$ cat src/rtl/fifo_memory.sv
// rtl/fifo_memory.sv - FIFO storage array: synchronous write port, combinational read port.
module fifo_memory #(
  parameter int DSIZE     = 8,
  parameter int ADDR_SIZE = 4
) (
  input  logic                 wclk,
  input  logic                 wrst_n,
  input  logic                 wclk_en,
  input  logic [ADDR_SIZE-1:0] waddr,
  input  logic [DSIZE-1:0]     wdata,
  input  logic [ADDR_SIZE-1:0] raddr,
  output logic [DSIZE-1:0]     rdata
);

  localparam int DEPTH = 1 << ADDR_SIZE;

  logic [DSIZE-1:0] mem_q [DEPTH];

  // Whole array clears asynchronously so rdata reads zero the moment reset asserts.
  always_ff @(posedge wclk or negedge wrst_n) begin
    if (!wrst_n) begin
      for (int i = 0; i < DEPTH; i++) begin
        mem_q[i] <= '0;
      end
    end else if (wclk_en) begin
      mem_q[waddr] <= wdata;
    end
  end

  assign rdata = mem_q[raddr];

endmodule

$ cat config.mk
export PLATFORM = sky130hd
export DESIGN_NAME = fifo_memory
export DESIGN_NICKNAME = d
export VERILOG_FILES = /design/src/rtl/fifo_memory.sv
export SDC_FILE = /design/constraint.sdc
export NUM_CORES = 1
export LEC_CHECK = 0
export ABC_AREA = 1
export CORE_ASPECT_RATIO = 2
export CORE_MARGIN = 8
export CORE_UTILIZATION = 55
export DETAILED_ROUTE_END_ITERATION = 6
export GPL_TIMING_DRIVEN = 1
export PLACE_DENSITY_LB_ADDON = 0.2
export SETUP_SLACK_MARGIN = 0.1
export SKIP_CTS_REPAIR_TIMING = 1
export SLEW_MARGIN = 20
export SYNTH_ARGS = -nofsm -noshare
export SYNTH_HDL_FRONTEND = slang
export SYNTH_SLANG_ARGS = --single-unit
$ cat constraint.sdc
create_clock -name wclk -period 1.42 [get_ports wclk]
set_input_delay 0.213 -clock wclk [delete_from_list [all_inputs] [get_ports wclk]]
set_output_delay 0.213 -clock wclk [all_outputs]
set_load 0.02 [all_outputs]
==> reports/summary.log, run 1 <==
qor: sta.layout_setup_ws -0.2640 ns
qor: global_routing.grt_use_met2 0.3892
qor: global_routing.globalRouteMet3Util 0.04457
qor: place.numPortBuffers 26
qor: final_layout.multi_input_area 0.002516 mm^2
qor: synthesis.synth_adder_area_share 0
qor: place.worst_setup_timing_slack_at_the_placement_stage -0.8335 ns
qor: worst_setup_path.crit_required 1.21 ns
qor: route.routed_wire_length_per_instance 17.48 um
qor: run.cap_viol_max_count 0
qor: worst_setup_path.path_depth 7
qor: route.route.antenna.remaining_nets 0
qor: sta.fmax 593.8 MHz
qor: worst_setup_path.critical_path_most_common_cell sky130_fd_sc_hd__nand3_1
qor: worst_setup_path.rr_worst_depth 4
qor: route.post_drt_via_cell_ratio 5.489
qor: sta.hold_violations 0
qor: power.report.power.total 11.56 mW
qor: worst_setup_path.cp_cell_sequence inv_1, nand2_1, nand3_1, nand3_1, nand3_2, nand2_2, buf_6
qor: final_layout.layout.cells.most_common_list sky130_fd_sc_hd__nand2_1, sky130_fd_sc_hd__inv_1, sky130_fd_sc_hd__o21ai_0, sky130_fd_sc_hd__dfrtp_1, sky130_fd_sc_hd__nand3_1
qor: final_layout.reg.largest.list mem_q (128)
qor: floorplan.core_area 0.01122 mm^2
qor: synthesis.postSynthNetCount 869
qor: synthesis.seq_area_frac_synth 0.5108
qor: route.firstDrtPassIters 7
qor: clock_tree.ctsRootBufferMaster sky130_fd_sc_hd__clkbuf_16
qor: sta.setup_viol 8
qor: worst_setup_path.setup.reg_to_reg.worst_slack 0.53 ns
qor: synthesis.netlist.area_leader.share 0.5108
qor: synthesis.postSynthCellCount 850
qor: global_routing.maximum_number_of_pins_on_one_net_before_global_route_repair 93
qor: final_layout.final_layout_size_suffix_gt1_frac 0.1760
qor: synthesis.combined_area_of_all_synthesized_cells 0.006271 mm^2
qor: synthesis.synth_top_family_by_area simple AND/OR/NAND/NOR gates
qor: final_layout.fillerInstances 921
qor: global_routing.grt_pass1_vias 5537
qor: worst_setup_path.worstPathBufferInverterCount 2
qor: status.status finished, violations left
qor: synthesis.synth-compound-area-share 0.1030
qor: synthesis.synthXorXnorAreaFrac 0
qor: route.detail_route.iter0.violations 529
qor: final_layout.max_reg_flops 128
qor: power.peakVddDrop 1022 uV
qor: sta.period_utilisation_layout 1.186
qor: global_routing.antenna_violations_before_repair 0
qor: floorplan.floorplan.rows 55
qor: floorplan.dieHeight 167.0 um
qor: route.drc_errors 9
qor: final_layout.area.growth.synth_to_final 27.63%
qor: clock_tree.insertion_delay 0.41 ns
qor: place.gpl.final_weighted_congestion 0.9658
qor: sta.slew-limit-headroom 0.6431
qor: synthesis.synth.ff_latch_count 128
qor: worst_setup_path.crit_family simple AND/OR/NAND/NOR gates
qor: synthesis.ys_top_cells_by_area sky130_fd_sc_hd__dfrtp_1, sky130_fd_sc_hd__nand2_1, sky130_fd_sc_hd__o21ai_0
qor: worst_setup_path.critical_path_class flop to output pin
qor: floorplan.die-width 91.51 um
qor: worst_setup_path.worstReg2RegStart mem_q[90]$_DFFE_PN0P_
qor: power.powerDensity 1444 mW/mm^2
qor: sta.timing.setup.tns -1.689 ns
qor: global_routing.grt_use_met1 0.2942
qor: floorplan.die_area 0.01528 mm^2
qor: power.power.leakage 4.052 nW
qor: global_routing.grt_remaining_overflow 0
qor: clock_tree.cts_tree done
qor: sta.tightestPinTransition 0.5354 ns
qor: global_routing.first_pass_grt_wire_length 29180 um
qor: sta.rsz_0062_raised_after_global_routing yes
qor: final_layout.sequential_cell_area 0.003203 mm^2
qor: route.detailroute.via_count 5862
qor: floorplan.initial_standard_cell_utilization_of_the_core 0.5591
qor: global_routing.track_usage 0.2404
qor: synthesis.synth_cell_type_count 14
qor: final_layout.insertedDiodeCount 0
qor: worst_hold_path.hp-class input port to async pin
qor: place.detailedPlacementHpwl 12580 um
qor: worst_setup_path.crit_path_max_incr_delay 0.39 ns
qor: synthesis.post_synth.cell_area_avg 7.378 um^2
qor: synthesis.multiplexer_share_of_the_synthesized_area 0
qor: worst_setup_path.critPathSlowestCell sky130_fd_sc_hd__dfrtp_1
qor: synthesis.ys.warnings.count 0
qor: status.failed_checks DRC, setup timing
qor: synthesis.post_synth_and_or_nand_nor_area_fraction 0.2704
qor: sta.skew 0 ns
qor: route.wirelength 18670 um
qor: worst_setup_path.worst-path-max-fanout 2
qor: worst_setup_path.worst-endpoint-arrival 1.47 ns
qor: clock_tree.worst_path_clk_slew 0.06 ns
qor: final_layout.final_design_area_no_fill 0.008004 mm^2
qor: place.postPlaceCellArea 0.007118 mm^2
qor: final_layout.layout_commonest_cell sky130_fd_sc_hd__nand2_1
qor: global_routing.grt.busiest_layer met2
qor: sta.final_period_minus_worst_setup_slack 1.684 ns
qor: clock_tree.clk_path_buf_depth 2
qor: clock_tree.cts.sinks 128
qor: worst_setup_path.worst_r2r_endpoint mem_q[90]$_DFFE_PN0P_
qor: worst_setup_path.start_kind flop
qor: worst_setup_path.setup.worst_path.end_class output pin
qor: clock_tree.cts-htree-levels 4
qor: final_layout.top_register mem_q
qor: clock_tree.cts_buffers 17
qor: sta.finalMaxSlewViolations 0
qor: floorplan.design.portCount 27
qor: synthesis.yosys.area.top_type sky130_fd_sc_hd__dfrtp_1
qor: final_layout.nets 932
worst max path at each step:
stage,start,end,slack [ns]
after floorplan,raddr[0],rdata[0],0.10
after global placement,raddr[1],rdata[3],-0.80
after detailed placement,raddr[1],rdata[0],-0.83
after CTS,raddr[1],rdata[0],-0.85
after global routing,mem_q[106]$_DFFE_PN0P_,rdata[2],-0.31
final,mem_q[106]$_DFFE_PN0P_,rdata[2],-0.26
per-layer routing:
layer | vias up | part of all wire
met5 | - | 0
met4 | 0 | 0.042
met3 | 71 | 0.060
met2 | 268 | 0.50
met1 | 2761 | 0.40
li1 | 2762 | -
synth_stat cells (all sizes together):
| cell type | n |
|---|---|
| o21ai | 129 |
| nand4 | 1 |
| dfrtp | 128 |
| or2 | 2 |
| clkinv | 1 |
| nor2 | 11 |
| clkbuf | 27 |
| inv | 138 |
| buf | 23 |
| nand3 | 117 |
| nor3 | 2 |
| nand2 | 271 |
tightest hold or removal path: stages:
cell	delay (ns)
sky130_fd_sc_hd__dlygate4sd3_1	0.53
sky130_fd_sc_hd__buf_4	0.12
sky130_fd_sc_hd__buf_12	0.36
metrics by stage:
stage | utilization | hold slack (ns) | std cells
5_1_grt | 0.7136 | 0.4527 | 1068
6_report | 0.7136 | 0.3630 | 1068
4_1_cts | 0.6881 | -0.1399 | 1055
3_3_place_gp | 0.6346 | 0.2928 | 1023
2_1_floorplan | - | -0.08259 | 850
3_5_place_dp | 0.6346 | 0.3010 | 1023
area by class of cell:
| class | instances | area share |
|---|---|---|
| well taps | 142 | 0.02220 |
| multi-input cells | 533 | 0.3144 |
| clock inverters | 11 | 0.01626 |
| repair buffers | 94 | 0.1229 |
| flip-flops and latches | 128 | 0.4002 |
| inverters | 139 | 0.06534 |
| clock buffers | 21 | 0.05878 |
power breakdown:
part	total (mW)	switching [mW]	internal, mW
Combinational	2.37	1.40	0.970
Sequential	4.79	0.339	4.45
Clock	4.39	1.65	2.73
logic make-up (layout without fill, tap and decap cells):
group / after synthesis / count (layout)
AND/OR/NAND/NOR: 404 / 404
flip-flops: 128 / 128
buffers and inverters: 189 / 265
AO/OA/AOI/OAI: 129 / 129
Power figures use the tool's default switching activity.
==> inputs of run 2 (changes only) <==
CELL_PAD_IN_SITES_DETAIL_PLACEMENT = 1   (was default)
CELL_PAD_IN_SITES_GLOBAL_PLACEMENT = 1   (was default)
CORE_UTILIZATION = 45   (was 55)
SLEW_MARGIN = 5   (was 20)
==> reports/summary.log, run 2 (synthesis results as in run 1) <==
qor: route.route.top_layer_used met4
qor: power.switching_share 0.3073 [+0.01326]
qor: route.drc_errors 0 [-9]
qor: clock_tree.ctsRootBufferMaster sky130_fd_sc_hd__clkbuf_16
qor: clock_tree.cts-htree-levels 4 [unchanged]
qor: global_routing.track_usage 0.2463 [+0.005912]
qor: worst_setup_path.worst-path-max-fanout 2 [unchanged]
qor: final_layout.max_reg_flops 128 [unchanged]
qor: power.combinationalPowerShare 0.216 [+0.011]
qor: sta.layout_setup_ws -0.3071 ns [-0.04310 ns]
qor: final_layout.nets 934 [+0.21%]
qor: final_layout.final_layout_size_suffix_gt1_frac 0.2222 [+0.04620]
qor: clock_tree.insertion_delay 0.42 ns [about the same]
qor: sta.finalMaxSlewViolations 0 [unchanged]
qor: final_layout.area.growth.synth_to_final 30.99%
qor: global_routing.first_pass_grt_wire_length 34180 um [+17%]
qor: floorplan.dieHeight 182.9 um [+9.5%]
qor: power.seq_power_share 0.397 [-0.018]
qor: route.routed_wire_length_per_instance 21.22 um [+21%]
qor: route.detailroute.via_count 6066 [+3.5%]
qor: worst_hold_path.hp-class input port to async pin
qor: sta.timing.setup.tns -2.042 ns [-0.3529 ns]
qor: sta.period_utilisation_layout 1.216 [+0.03035]
qor: place.postPlaceCellArea 0.007204 mm^2 [+1.2%]
qor: worst_setup_path.critical_path_class flop to output pin
qor: worst_setup_path.crit_required 1.21 ns [about the same]
qor: power.powerDensity 1479 mW/mm^2 [+2.5%]
qor: final_layout.sequential_cell_area 0.003203 mm^2 [unchanged]
qor: route.route.antenna.remaining_nets 0 [unchanged]
qor: final_layout.final_design_area_no_fill 0.008214 mm^2 [+2.6%]
qor: global_routing.maximum_number_of_pins_on_one_net_before_global_route_repair 40 [-57%]
qor: power.p_int 8.417 mW [+3.2%]
qor: power.p_clk_frac 0.387 [+0.007]
qor: final_layout.reg.largest.list mem_q (128)
qor: place.detailedPlacementHpwl 14160 um [+13%]
qor: final_layout.fillerInstances 1652 [+79%]
qor: power.peakVddDrop 914.6 uV [-11%]
qor: route.detail_route.iter0.violations 395 [-25%]
qor: clock_tree.cts_buffers 17 [unchanged]
qor: final_layout.top_register mem_q
qor: floorplan.die-width 99.48 um [+8.7%]
qor: worst_setup_path.setup.worst_path.end_class output pin
qor: floorplan.core_area 0.01374 mm^2 [+22%]
qor: status.status finished, violations left
qor: place.numPortBuffers 26 [unchanged]
qor: route.post_drt_via_cell_ratio 5.596 [+2.0%]
qor: sta.tightestPinTransition 0.3923 ns [-0.1431 ns]
qor: worst_setup_path.worst-endpoint-arrival 1.51 ns [+0.04 ns]
qor: global_routing.antenna_violations_before_repair 0 [unchanged]
qor: worst_setup_path.setup.reg_to_reg.worst_slack 0.47 ns [-0.06 ns]
qor: clock_tree.worst_path_clk_slew 0.06 ns [about the same]
qor: sta.final_period_minus_worst_setup_slack 1.727 ns [+0.04310 ns]
qor: global_routing.grt_pass1_vias 6456 [+17%]
qor: final_layout.multi_input_area 0.002661 mm^2 [+5.8%]
qor: route.m1WireLength 8294 um [+12%]
qor: sta.slew-limit-headroom 0.7357 [+0.09265]
qor: sta.hold_violations 0 [unchanged]
qor: clock_tree.cts_tree done
qor: power.power.leakage 4.100 nW [+1.2%]
qor: worst_setup_path.start_kind flop
qor: floorplan.die_area 0.01820 mm^2 [+19%]
qor: clock_tree.cts.sinks 128 [unchanged]
qor: final_layout.layout.cells.most_common_list sky130_fd_sc_hd__nand2_1, sky130_fd_sc_hd__o21ai_0, sky130_fd_sc_hd__dfrtp_1
qor: route.wirelength 23000 um [+23%]
qor: power.p_switching 3.734 mW [+9.9%]
qor: sta.skew 0 ns [unchanged]
qor: global_routing.grt_remaining_overflow 0 [unchanged]
qor: place.gpl.final_weighted_congestion 0.9003 [-6.8%]
qor: clock_tree.clk_path_buf_depth 2 [unchanged]
qor: floorplan.design.portCount 27 [unchanged]
qor: floorplan.initial_standard_cell_utilization_of_the_core 0.4565 [-0.1026]
qor: sta.fmax 579.0 MHz [-2.5%]
qor: final_layout.layout_commonest_cell sky130_fd_sc_hd__nand2_1
qor: sta.setup_viol 8 [unchanged]
qor: sta.rsz_0062_raised_after_global_routing yes
qor: final_layout.insertedDiodeCount 0 [unchanged]
qor: route.routed-wl-met3 860 um [-23%]
qor: floorplan.floorplan.rows 61 [+11%]
qor: route.routed_wire_length_on_met2 12270 um [+32%]
qor: run.cap_viol_max_count 0 [unchanged]
qor: route.firstDrtPassIters 5 [-2]
qor: status.failed_checks setup timing
## run 2: cell types whose count changed in the layout (fill, tap and decap cells not counted), moves of 2 or more
cell	change
sky130_fd_sc_hd__buf_6	+2
sky130_fd_sc_hd__bufinv_16	+2
sky130_fd_sc_hd__clkbuf_8	-2
sky130_fd_sc_hd__inv_1	-8
sky130_fd_sc_hd__inv_2	+8
sky130_fd_sc_hd__nand2_1	-10
sky130_fd_sc_hd__nand2_2	+10
sky130_fd_sc_hd__nand3_1	-19
sky130_fd_sc_hd__nand3_2	+17
sky130_fd_sc_hd__nand3_4	+2
sky130_fd_sc_hd__nor2_1	-4
sky130_fd_sc_hd__nor2_2	+4
## run 2: final timing paths
path	start	to	cells past startpoint
min in group wclk	waddr[1]	mem_q[87]$_DFFE_PN0P_	5
hold reg to reg	mem_q[109]$_DFFE_PN0P_	mem_q[109]$_DFFE_PN0P_	2
max in group asynchronous	wrst_n	mem_q[20]$_DFFE_PN0P_	3
hold / removal	wrst_n	mem_q[73]$_DFFE_PN0P_	2
setup reg to reg	mem_q[15]$_DFFE_PN0P_	mem_q[15]$_DFFE_PN0P_	4
setup / recovery	mem_q[36]$_DFFE_PN0P_	rdata[4]	7
## run 2: layout make-up
class                      count  area share
clock buffer                  18     0.05347
inverter                     139     0.06367
timing repair buffer          96      0.1222
multi-input combinational    533      0.3240
tap                          157     0.02391
sequential                   128      0.3899
clock inverter                13     0.02285
## run 2: routing by layer
metal | vias up | GRT usage
met3 | 90 | 0.04254
met4 | 0 | 0.1836
met1 | 3021 | 0.2498
li1 | 2760 | -
met2 | 195 | 0.4384
met5 | - | 0
## run 2: power groups by stage
| stage | sequential, mW | combinational, mW | clock (mW) |
|---|---|---|---|
| floorplan | 4.73 | 1.39 | 0 |
| global placement | 4.78 | 2.18 | 0 |
| detailed placement | 4.83 | 2.27 | 0 |
| CTS | 4.79 | 2.36 | 4.75 |
| global route | 4.90 | 2.91 | 4.87 |
| finish | 4.82 | 2.63 | 4.70 |
## run 2: per-stage QoR
| step | worst slack (ns) | util | std cells | hold slack (ns) | power [mW] |
|---|---|---|---|---|---|
| 2_1_floorplan | 0.1036 | - | 850 | -0.08259 | 6.123 |
| 3_3_place_gp | -0.8588 | 0.5244 | 1047 | 0.06706 | 6.970 |
| 3_5_place_dp | -0.8833 | 0.5244 | 1047 | 0.06714 | 7.099 |
| 4_1_cts | -0.9078 | 0.5700 | 1078 | -0.3857 | 11.90 |
| 5_1_grt | -0.3353 | 0.5979 | 1084 | 0.1808 | 12.68 |
| 6_report | -0.3071 | 0.5979 | 1084 | 0.1686 | 12.15 |
## run 2: critical path, stage by stage, from the launching register on
cell,delay (ns)
sky130_fd_sc_hd__dfrtp_1,0.36
sky130_fd_sc_hd__inv_1,0.07
sky130_fd_sc_hd__nand2_1,0.05
sky130_fd_sc_hd__nand3_1,0.17
sky130_fd_sc_hd__nand3_1,0.12
sky130_fd_sc_hd__nand3_2,0.10
sky130_fd_sc_hd__nand2_2,0.08
sky130_fd_sc_hd__buf_6,0.14
==> inputs of run 3 (changes only) <==
CELL_PAD_IN_SITES_DETAIL_PLACEMENT = 2   (was 1)
CELL_PAD_IN_SITES_GLOBAL_PLACEMENT = 2   (was 1)
CORE_UTILIZATION = 30   (was 45)
PLACE_DENSITY_LB_ADDON = 0.1   (was 0.2)
==> reports/summary.log, run 3 (synthesis results as in run 1) <==
qor: status.status finished, violations left
qor: status.failed_checks setup timing
qor: sta.fmax 600.7 MHz [+3.7%]
qor: worst_setup_path.crit_required 1.21 ns [about the same]
qor: global_routing.grt_remaining_overflow 0 [unchanged]
qor: route.post_drt_via_cell_ratio 4.812 [-14%]
qor: final_layout.top_register mem_q
qor: sta.finalMaxSlewViolations 0 [unchanged]
qor: worst_setup_path.setup.worst_path.end_class output pin
qor: route.firstDrtPassIters 6 [+1]
qor: sta.rsz_0062_raised_after_global_routing yes
qor: place.gpl.final_weighted_congestion 0.7714 [-14%]
qor: route.drc_errors 0 [unchanged]
qor: power.report.power.total 11.83 mW [-2.6%]
qor: floorplan.design.portCount 27 [unchanged]
qor: floorplan.die_area 0.02607 mm^2 [+43%]
qor: sta.setup_viol 8 [unchanged]
qor: sta.skew 0 ns [unchanged]
qor: global_routing.track_usage 0.1966 [-0.04966]
qor: sta.period_utilisation_layout 1.172 [-0.04385]
qor: sta.layout_setup_ws -0.2448 ns [+0.06226 ns]
qor: final_layout.layout_commonest_cell sky130_fd_sc_hd__nand2_1
qor: place.numPortBuffers 26 [unchanged]
qor: clock_tree.clk_path_buf_depth 2 [unchanged]
qor: floorplan.die-width 118.2 um [+19%]
qor: final_layout.finalNonFillerCells 1227 [+13%]
qor: power.peakVddDrop 834.1 uV [-8.8%]
qor: worst_setup_path.rr_worst_depth 4 [unchanged]
qor: sta.hold_violations 0 [unchanged]
qor: global_routing.first_pass_grt_wire_length 38540 um [+13%]
qor: run.cap_viol_max_count 0 [unchanged]
qor: sta.tightestPinTransition 0.4417 ns [+0.04941 ns]
qor: global_routing.grt_pass1_vias 6871 [+6.4%]
qor: clock_tree.ctsRootBufferMaster sky130_fd_sc_hd__clkbuf_16
qor: final_layout.insertedDiodeCount 0 [unchanged]
qor: sta.slew-limit-headroom 0.7055 [-0.03018]
qor: floorplan.core_area 0.02074 mm^2 [+51%]
qor: global_routing.antenna_violations_before_repair 0 [unchanged]
qor: route.wirelength 24160 um [+5.0%]
qor: place.detailedPlacementHpwl 17570 um [+24%]
qor: route.detailroute.via_count 5904 [-2.7%]
qor: route.routed_wire_length_per_instance 19.69 um [-7.2%]
qor: floorplan.initial_standard_cell_utilization_of_the_core 0.3024 [-0.1541]
qor: global_routing.maximum_number_of_pins_on_one_net_before_global_route_repair 41 [+2.5%]
qor: power.powerDensity 1368 mW/mm^2 [-7.5%]
qor: place.placed_cells_incl_taps 1191 [+14%]
qor: clock_tree.insertion_delay 0.42 ns [about the same]
qor: floorplan.dieHeight 220.5 um [+21%]
qor: clock_tree.cts_tree done
qor: power.power.leakage 4.303 nW [+5.0%]
qor: worst_setup_path.start_kind flop
qor: worst_setup_path.critical_path_class flop to output pin
qor: sta.final_period_minus_worst_setup_slack 1.665 ns [-0.06227 ns]
qor: clock_tree.cts.sinks 128 [unchanged]
qor: final_layout.layout.cells.most_common_list sky130_fd_sc_hd__nand2_1, sky130_fd_sc_hd__o21ai_0, sky130_fd_sc_hd__dfrtp_1
qor: clock_tree.cts_buffers 17 [unchanged]
qor: worst_setup_path.worst-endpoint-arrival 1.45 ns [-0.06 ns]
qor: clock_tree.worst_path_clk_slew 0.06 ns [about the same]
qor: worst_hold_path.hp-class input port to async pin
qor: worst_setup_path.worst-path-max-fanout 2 [unchanged]
qor: final_layout.reg.largest.list mem_q (128)
qor: final_layout.nets 964 [+3.2%]
qor: clock_tree.cts-htree-levels 4 [unchanged]
qor: route.route.antenna.remaining_nets 0 [unchanged]
qor: floorplan.floorplan.rows 75 [+23%]
qor: final_layout.final_layout_size_suffix_gt1_frac 0.2328 [+0.01055]
qor: route.detail_route.iter0.violations 160 [-59%]
qor: final_layout.area.growth.synth_to_final 37.95%
qor: final_layout.max_reg_flops 128 [unchanged]
run 3: changes by cell type in the layout (fill, tap and decap cells not counted), sizes merged, moves of 3 or more:
cell      change
buf          +31
bufinv        -3
clkbuf        +7
clkinvlp      -3
run 3: path summary, 6_finish.rpt:
path | from | end | slack, ns
max in group asynchronous | wrst_n | mem_q[52]$_DFFE_PN0P_ | 0.55
min | wrst_n | mem_q[39]$_DFFE_PN0P_ | 0.27
max | mem_q[90]$_DFFE_PN0P_ | rdata[2] | -0.24
min in group wclk | waddr[0] | mem_q[79]$_DFFE_PN0P_ | 0.43
min reg2reg | mem_q[58]$_DFFE_PN0P_ | mem_q[58]$_DFFE_PN0P_ | 0.48
max reg2reg | mem_q[119]$_DFFE_PN0P_ | mem_q[119]$_DFFE_PN0P_ | 0.51
run 3: final cells by class:
class | instances | area, um^2
Fill cell | 2399 | 12090
Sequential cell | 128 | 3203
Multi-Input combinational cell | 533 | 2629
Timing Repair Buffer | 126 | 1405
Inverter | 139 | 523.0
Clock buffer | 26 | 499.2
Tap cell | 269 | 336.6
Clock inverter | 6 | 55.05
run 3: worst max-delay path, stage by stage (launching register included):
cell and delay [ns]:
sky130_fd_sc_hd__dfrtp_1 0.38, sky130_fd_sc_hd__or2_4 0.23, sky130_fd_sc_hd__nand3_2 0.06, sky130_fd_sc_hd__nand3_2 0.07, sky130_fd_sc_hd__nand3_2 0.09, sky130_fd_sc_hd__nand2_2 0.06
sky130_fd_sc_hd__buf_6 0.13
run 3: per-stage QoR:
stage / area [um^2] / util / hold slack, ns / setup WS, ns / setup TNS (ns)
3_3_place_gp: 7776 / 0.3750 / 0.1703 / -1.053 / -38.51
6_report: 8651 / 0.4171 / 0.2707 / -0.2448 / -1.716
2_1_floorplan: 6310 / - / -0.08259 / 0.1036 / 0
3_5_place_dp: 7776 / 0.3750 / 0.1708 / -1.062 / -43.08
4_1_cts: 8330 / 0.4017 / -0.2936 / -1.110 / -8.462
5_1_grt: 8651 / 0.4171 / 0.3067 / -0.3194 / -2.354
run 3: power by group:
group	total (mW)	internal [mW]	switching, mW
sequential	4.79	4.45	0.338
combinational	2.85	1.23	1.62
clock	4.19	2.58	1.61
run 3: layer usage:
layer / part of all wire / global-route usage / up-vias
li1: - / - / 2824
met1: 0.37 / 0.1964 / 2991
met2: 0.58 / 0.3828 / 55
met3: 0.017 / 0.03270 / 34
met4: 0.034 / 0.09626 / 0
met5: 0 / 0 / -
